File: config.mk
export PLATFORM = sky130hd
export DESIGN_NAME = uart_tx_fifo
export DESIGN_NICKNAME = d
export VERILOG_FILES = /design/src/rtl/uart_tx_fifo.sv
export SDC_FILE = /design/constraint.sdc
export NUM_CORES = 1
export LEC_CHECK = 0
export ABC_AREA = 1
export BUFFER_PORTS_ARGS = -buffer_cell sky130_fd_sc_hd__buf_2
export CAP_MARGIN = 20
export CORE_MARGIN = 3
export CORE_UTILIZATION = 61
export CTS_CLUSTER_SIZE = 20
export DETAILED_ROUTE_END_ITERATION = 8
export PLACE_DENSITY = 0.79
export SLEW_MARGIN = 10
export SYNTH_ARGS = -nofsm -noshare
export SYNTH_HDL_FRONTEND = slang
export SYNTH_SLANG_ARGS = --single-unit
File: constraint.sdc
create_clock -name clk -period 2.59 [get_ports clk]
set_input_delay 0.3885 -clock clk [delete_from_list [all_inputs] [get_ports clk]]
set_output_delay 0.3885 -clock clk [all_outputs]
set_load 0.1 [all_outputs]
File: src/rtl/uart_tx_fifo.sv
// Byte FIFO feeding a UART transmitter through a start/busy handshake.
// Each popped byte gets one tx_en_o pulse; a transmitter that never goes busy trips timeout_o.
module uart_tx_fifo #(
    parameter int DEPTH        = 16,
    parameter int BUSY_TIMEOUT = 8
) (
    input  logic                       clk,
    input  logic                       rst,
    input  logic                       wr_en_i,
    input  logic [7:0]                 wr_data_i,
    output logic                       full_o,
    output logic                       empty_o,
    output logic [$clog2(DEPTH):0]     count_o,
    output logic                       overflow_o,
    input  logic                       clr_ovf_i,
    output logic [7:0]                 tx_data_o,
    output logic                       tx_en_o,
    input  logic                       tx_busy_i,
    output logic                       timeout_o
);
    localparam int AW = $clog2(DEPTH);
    localparam int TW = $clog2(BUSY_TIMEOUT + 1);
    localparam logic [AW:0]   DEPTH_C  = DEPTH[AW:0];
    localparam logic [TW-1:0] TMO_LAST = TW'(BUSY_TIMEOUT - 1);

    typedef enum logic [1:0] {IDLE, START, WAIT_HI, WAIT_LO} state_t;

    state_t        state_q, state_d;
    logic [7:0]    mem [DEPTH];
    logic [AW-1:0] wr_ptr, rd_ptr;
    logic [AW:0]   count_q;
    logic [TW-1:0] tmo_cnt;
    logic          push, pop, tmo_hit;

    assign count_o = count_q;
    assign full_o  = (count_q == DEPTH_C);
    assign empty_o = (count_q == '0);
    assign tx_en_o = (state_q == START);

    // A write while full is dropped outright, even if a pop frees a slot on the same edge.
    assign push    = wr_en_i && !full_o;
    assign pop     = (state_q == IDLE) && !empty_o && !tx_busy_i;
    assign tmo_hit = (state_q == WAIT_HI) && !tx_busy_i && (tmo_cnt == TMO_LAST);

    always_ff @(posedge clk or posedge rst) begin
        if (rst) state_q <= IDLE;
        else     state_q <= state_d;
    end

    always_comb begin
        state_d = state_q;
        case (state_q)
            IDLE:    if (pop) state_d = START;
            START:   state_d = WAIT_HI;
            WAIT_HI: begin
                if (tx_busy_i)    state_d = WAIT_LO;
                else if (tmo_hit) state_d = IDLE;
            end
            WAIT_LO: if (!tx_busy_i) state_d = IDLE;
            default: state_d = IDLE;
        endcase
    end

    // Storage has no reset; occupancy is tracked entirely by the pointers and count.
    always_ff @(posedge clk) begin
        if (push) mem[wr_ptr] <= wr_data_i;
    end

    always_ff @(posedge clk or posedge rst) begin
        if (rst) begin
            wr_ptr     <= '0;
            rd_ptr     <= '0;
            count_q    <= '0;
            tx_data_o  <= 8'h00;
            tmo_cnt    <= '0;
            overflow_o <= 1'b0;
            timeout_o  <= 1'b0;
        end else begin
            if (push) wr_ptr <= wr_ptr + 1'b1;
            if (pop) begin
                rd_ptr    <= rd_ptr + 1'b1;
                tx_data_o <= mem[rd_ptr];
            end
            case ({push, pop})
                2'b10:   count_q <= count_q + 1'b1;
                2'b01:   count_q <= count_q - 1'b1;
                default: count_q <= count_q;
            endcase

            if (state_q == START)
                tmo_cnt <= '0;
            else if (state_q == WAIT_HI && !tx_busy_i)
                tmo_cnt <= tmo_cnt + 1'b1;

            // A fresh event on the clearing edge wins over the clear.
            if (wr_en_i && full_o) overflow_o <= 1'b1;
            else if (clr_ovf_i)    overflow_o <= 1'b0;
            if (tmo_hit)           timeout_o  <= 1'b1;
            else if (clr_ovf_i)    timeout_o  <= 1'b0;
        end
    end
endmodule

Word-level counts from Yosys, hierarchy flattened
Memories as Yosys holds them, arrays and structs flattened. A register that Yosys moved wholly into a read port is not among the register bits.
Index checks and enable logic that the tools add are counted.
W data, S select, Z words.
{ "totals": {"register_bits": 21, "out_inout_bits": 18, "memories": 1, "mem_bits_rw": 128, "word_cells": 52} }
{ "op_classes": {"addsub": 5, "muxes": 13, "n_eq_ne": 10, "n_reduce_logical": 16} }
{ "memory_table": {"columns": ["name", "words", "word_bits", "rd", "rd_ports_with_merged_regs", "write_ports", "line", "text"], "rows": [
  ["mem", 16, 8, 1, 1, 1, "29", "logic [7:0] mem [DEPTH];"]
]} }
{ "ops": {"columns": ["operator", "n"], "rows": [
  ["$add A4 B1 Y4 const B", 3],
  ["$pmux W5 S2", 1],
  ["$mux W2", 4],
  ["$mux W4", 2],
  ["$pmux W2 S4", 1],
  ["$reduce_bool A2 Y1", 4],
  ["$eq A2 B2 Y1 const B", 3],
  ["$logic_and A1 B1 Y1", 6],
  ["$add A5 B1 Y5 const B", 1],
  ["$eq A5 B5 Y1 const B", 1],
  ["$logic_not A5 Y1", 1],
  ["$mux W1", 5],
  ["$sub A5 B1 Y5 const B", 1],
  ["$eq A2 B1 Y1 const B", 2],
  ["$eq A4 B3 Y1 const B", 1],
  ["$ne A2 B2 Y1 const B", 2],
  ["$logic_not A1 Y1", 3],
  ["$ne A3 B3 Y1 const B", 1],
  ["$reduce_and A3 Y1", 1],
  ["$logic_not A2 Y1", 1]
]} }

Logic depth before layout (Yosys ltp)
{ "depth": {"depth_word": 6, "mapped_depth": 15, "depth_no_buf": 14} }

Worst setup path before layout
Ideal clock, no wire load.
{ "synth_timing": {"path_type": "reg2reg", "start": "register count_q[1] (netlist: count_o[1])", "end": "register count_q[4] (netlist: count_o[4])", "required_time_ps": 2468, "path_buffers": 1, "stages_incl_launch_ff": 15, "synth_period_minus_slack_ps": 2901, "arrival_time_ps": 2778, "setup_time_ps": 122, "setup_slack_ps": -311, "cell_sequence": "dfrtp_1 -> inv_1 -> nand3_1 -> inv_1 -> nand2_1 -> nand2_2 -> buf_2 -> ha_1 -> fa_1 -> nand3_1 -> nand2_1 -> a21oi_1 -> o21ai_0 -> nand2_1 -> nand2_1"} }
{ "synth_via": {"elab_chain_len": 6, "word_cells_on_any_way": 13, "cone_classes": "2 x add/sub; 3 x eq/ne; 1 x mux; 7 x reduce/logical"} }
{ "synth_lines": {"columns": ["item", "line", "text"], "rows": [
  ["from (decl)", "31", "logic [AW:0] count_q;"],
  ["from (signal assigned)", "85", "2'b10: count_q <= count_q + 1'b1;"],
  ["from (signal assigned)", "86", "2'b01: count_q <= count_q - 1'b1;"],
  ["from (signal assigned)", "87", "default: count_q <= count_q;"],
  ["$logic_not A5 Y1", "37", "assign empty_o = (count_q == '0);"],
  ["$logic_not A1 Y1", "42", "assign pop = (state_q == IDLE) && !empty_o && !tx_busy_i;"],
  ["$logic_and A1 B1 Y1 (2 in a row)", "42", null],
  ["$eq A2 B1 Y1 or $eq A2 B2 Y1 (tied branches)", "84", "case ({push, pop})"],
  ["$pmux W5 S2 or $reduce_bool A2 Y1 (tied branches)", null, null]
]} }
Parallel ways exist; a longest one is shown, timed or not.
A chain may end at the register's enable or synchronous reset.

Worst setup path after layout
{ "layout_timing": {"start": "register count_q[0] (netlist: count_o[0])", "end": "register count_q[4] (netlist: count_o[4])"} }
Same word-level chain as after synthesis.

==> run metrics <==
relative slew slack=0.525; io pins=31; Required @ worst endpoint=between 2 and 3 ns; Detail Placement HPWL=9730 µm; cts hold-fix bufs=0; Area after DPL=about 7300 µm²; HP Class=in -> async; CTS Buf Count=17; Starting Density=0.635; routed wire length=15800 µm; WP data arrival=about 2.6 ns; worst slew pin tran=between 0.7 and 0.8 ns; syn avg cell area=slightly above 10 µm²; Pwr per Cell Area=around 1200 nW/µm²; gr busiest metal=met2; Layout Utilization=0.719; vias=4905; status=finished clean; global-route wire length before repair=~25000 µm; post-route ant nets=0; Seq cells post-synth=around 160; Finished Cell Area=7940 µm²; Setup CP Type=reg -> reg; core area=approximately 11000 µm²; GRT met3 Usage=0.0578; Leak Pwr=roughly 3.6 nW; starting DRC count in detailed routing=500; post_cts resized=0; crit path capture type=register; Main synth FF type=edfxtp_1; First-pass DRT Iterations=6; initial antenna violation count=0; Clock Pin Slew Worst Setup and Hold Paths=around 0.06 ns; Worst setup SP type=register; Seq/Total Area, Yosys=0.652; I/O Buffers=30; area growth from synthesis to final layout=13.3%; DR WL/cell=17.8 µm; NumNets Final=759; Cell Area, Synth=approximately 7000 µm²; Peak Freq=about 440 MHz; die area=around 13000 µm²; CTS H-tree lvls=4; # fillers=734; Max Cap Viol=0; Power Total=9.72 mW; share of layout cells above drive strength 1=0.120; Synth Instances=about 700; DRC viols=0; vias in the first global route=approximately 5.0k; skew final=roughly 0.0076 ns; GPL Wtd Cong=about 0.90; syn_nets=just over 700; final slew viol count=0; GR Layer Usage met2=0.418; largest net degree at the start of global routing=67; # Post-CTS Setup Buffers=0; ANT cells=0; CTS max path bufs=2; CTS tree=built; number of synthesized flops with an enable pin=roughly 130; Die Y=roughly 110 µm; Clock Tree Root=clkbuf_16; Std-Cell Rows=38; worst vdd ir=between 0.9 and 1 mV; Final Cycle Share=0.869; gr ovfl total=0; setup_tns=0 ns; fin crit period=around 2.3 ns; Yosys cell types=25; critical path peak fanout=7; worst skew pair latency=0.42 ns; vias per inst=around 5.5; GR Layer Usage met1=0.350; die width=between 100 and 150 µm; worst hold margin=around 0.043 ns; ys async rst share=0.185; Total GRT Usage=0.262; RSZ-0062 raised after global routing=false; CTS sink cnt=about 160; Hold Violations, Final=0; yosys warns=0; final setup fails=0
-- sequential cells by signal (all words and copies together), names as in the netlist --
signal	cells
tx_data_o	8
wr_ptr	4
mem	128
state_q	2
count_o	5
tmo_cnt	4
timeout_o	1
overflow_o	1
rd_ptr	4
-- Yosys cell counts, types with 5 or more instances --
| library cell | count | share of area |
|---|---|---|
| a21oi_1 | 6 | 0.0043 |
| buf_2 | 12 | 0.0086 |
| buf_4 | 9 | 0.0096 |
| buf_6 | 5 | 0.0080 |
| dfrtp_1 | 29 | 0.10 |
| edfxtp_1 | 128 | 0.55 |
| ha_1 | 10 | 0.018 |
| inv_1 | 121 | 0.065 |
| nand2_1 | 214 | 0.11 |
| nand3_1 | 104 | 0.074 |
| nor2_1 | 9 | 0.0048 |
| nor3_1 | 13 | 0.0093 |
| o21ai_0 | 12 | 0.0086 |
| xor2_1 | 7 | 0.0088 |
-- cells in the final DEF (no fill, tap or decap), types with 2 or more instances in the layout --
| cell | Yosys | routed |
|---|---|---|
| nor2_1 | 9 | 9 |
| nand3_1 | 104 | 104 |
| a21oi_1 | 6 | 5 |
| clkinvlp_4 | 0 | 2 |
| clkbuf_1 | 1 | 3 |
| buf_4 | 9 | 21 |
| dfrtp_1 | 29 | 23 |
| nand2_2 | 2 | 2 |
| clkinv_1 | 1 | 3 |
| dfrtp_2 | 0 | 6 |
| inv_6 | 0 | 2 |
| edfxtp_1 | 128 | 128 |
| clkinv_2 | 0 | 2 |
| nor3_1 | 13 | 13 |
| ha_1 | 10 | 9 |
| xnor2_1 | 2 | 2 |
| inv_1 | 121 | 121 |
| buf_2 | 12 | 30 |
| clkbuf_16 | 0 | 17 |
| xor2_1 | 7 | 7 |
| o21ai_0 | 12 | 12 |
| bufinv_16 | 0 | 4 |
| nand2_1 | 214 | 214 |
-- worst paths after layout --
path                                            end  slack [ns]                      from  cells after the start
min reg2reg                tx_data_o[6]$_DFFE_PP0P_        0.47  tx_data_o[6]$_DFFE_PP0P_                      2
max in group asynchronous    count_o[3]$_DFFE_PP0P_        2.24                       rst                      3
max                          count_o[4]$_DFFE_PP0P_        0.34    count_o[0]$_DFFE_PP0P_                     14
max reg2reg                  count_o[4]$_DFFE_PP0P_        0.34    count_o[0]$_DFFE_PP0P_                     14
min                        tx_data_o[4]$_DFFE_PP0P_        0.04                       rst                      3
min in group clk             overflow_o$_DFFE_PP0P_        0.19                 clr_ovf_i                      2
-- routing by layer --
metal / wire length, µm / share of wire
met5: 0 / 0
met4: 427 / 0.027
met3: 1630 / 0.10
met2: 7840 / 0.50
met1: 5890 / 0.37
-- critical path: stages, from the launching register on --
cell,delay [ns]
dfrtp_2,0.45
nor2_1,0.12
nand3_1,0.07
inv_1,0.08
nand2_1,0.07
nand2_1,0.08
inv_1,0.06
ha_2,0.23
fa_1,0.42
nand3_1,0.11
nand2_1,0.10
a21oi_2,0.15
o21ai_0,0.09
nand2_1,0.06
nand2_1,0.05
-- power by group --
| group | switching, mW | leakage (nW) | total (mW) | internal [mW] |
|---|---|---|---|---|
| Sequential | 0.228 | 1.51 | 3.37 | 3.14 |
| Combinational | 2.87 | 1.80 | 3.80 | 0.936 |
| Clock | 0.939 | 0.290 | 2.55 | 1.61 |
-- cell type report --
class / instances / area [µm²] / area share
sequential: 157 / 4580 / 0.577
multi-input combinational: 384 / 1790 / 0.225
inverter: 123 / 462 / 0.0582
clock buffer: 20 / 437 / 0.0550
timing repair buffer: 52 / 328 / 0.0413
tap: 140 / 175 / 0.0221
clock inverter: 12 / 170 / 0.0214
-- metrics by stage --
stage	setup WS, ns	std cells
6_report	0.339	888
5_1_grt	0.0370	888
4_1_cts	0.254	888
3_5_place_dp	0.278	856
3_3_place_gp	0.367	856
2_1_floorplan	0.0174	692
-- kinds of logic (layout without fill, tap and decap cells) --
family	Yosys count	in the layout	share of synthesized area
AO/OA/AOI/OAI	21	21	0.0164
XOR/XNOR	9	9	0.0113
buffers and inverters	151	207	0.0932
AND/OR/NAND/NOR	343	343	0.206
flip-flops	157	157	0.652
adder cells (fa/ha/maj)	11	11	0.0207
Note: power is estimated with default switching activity, not from simulation.
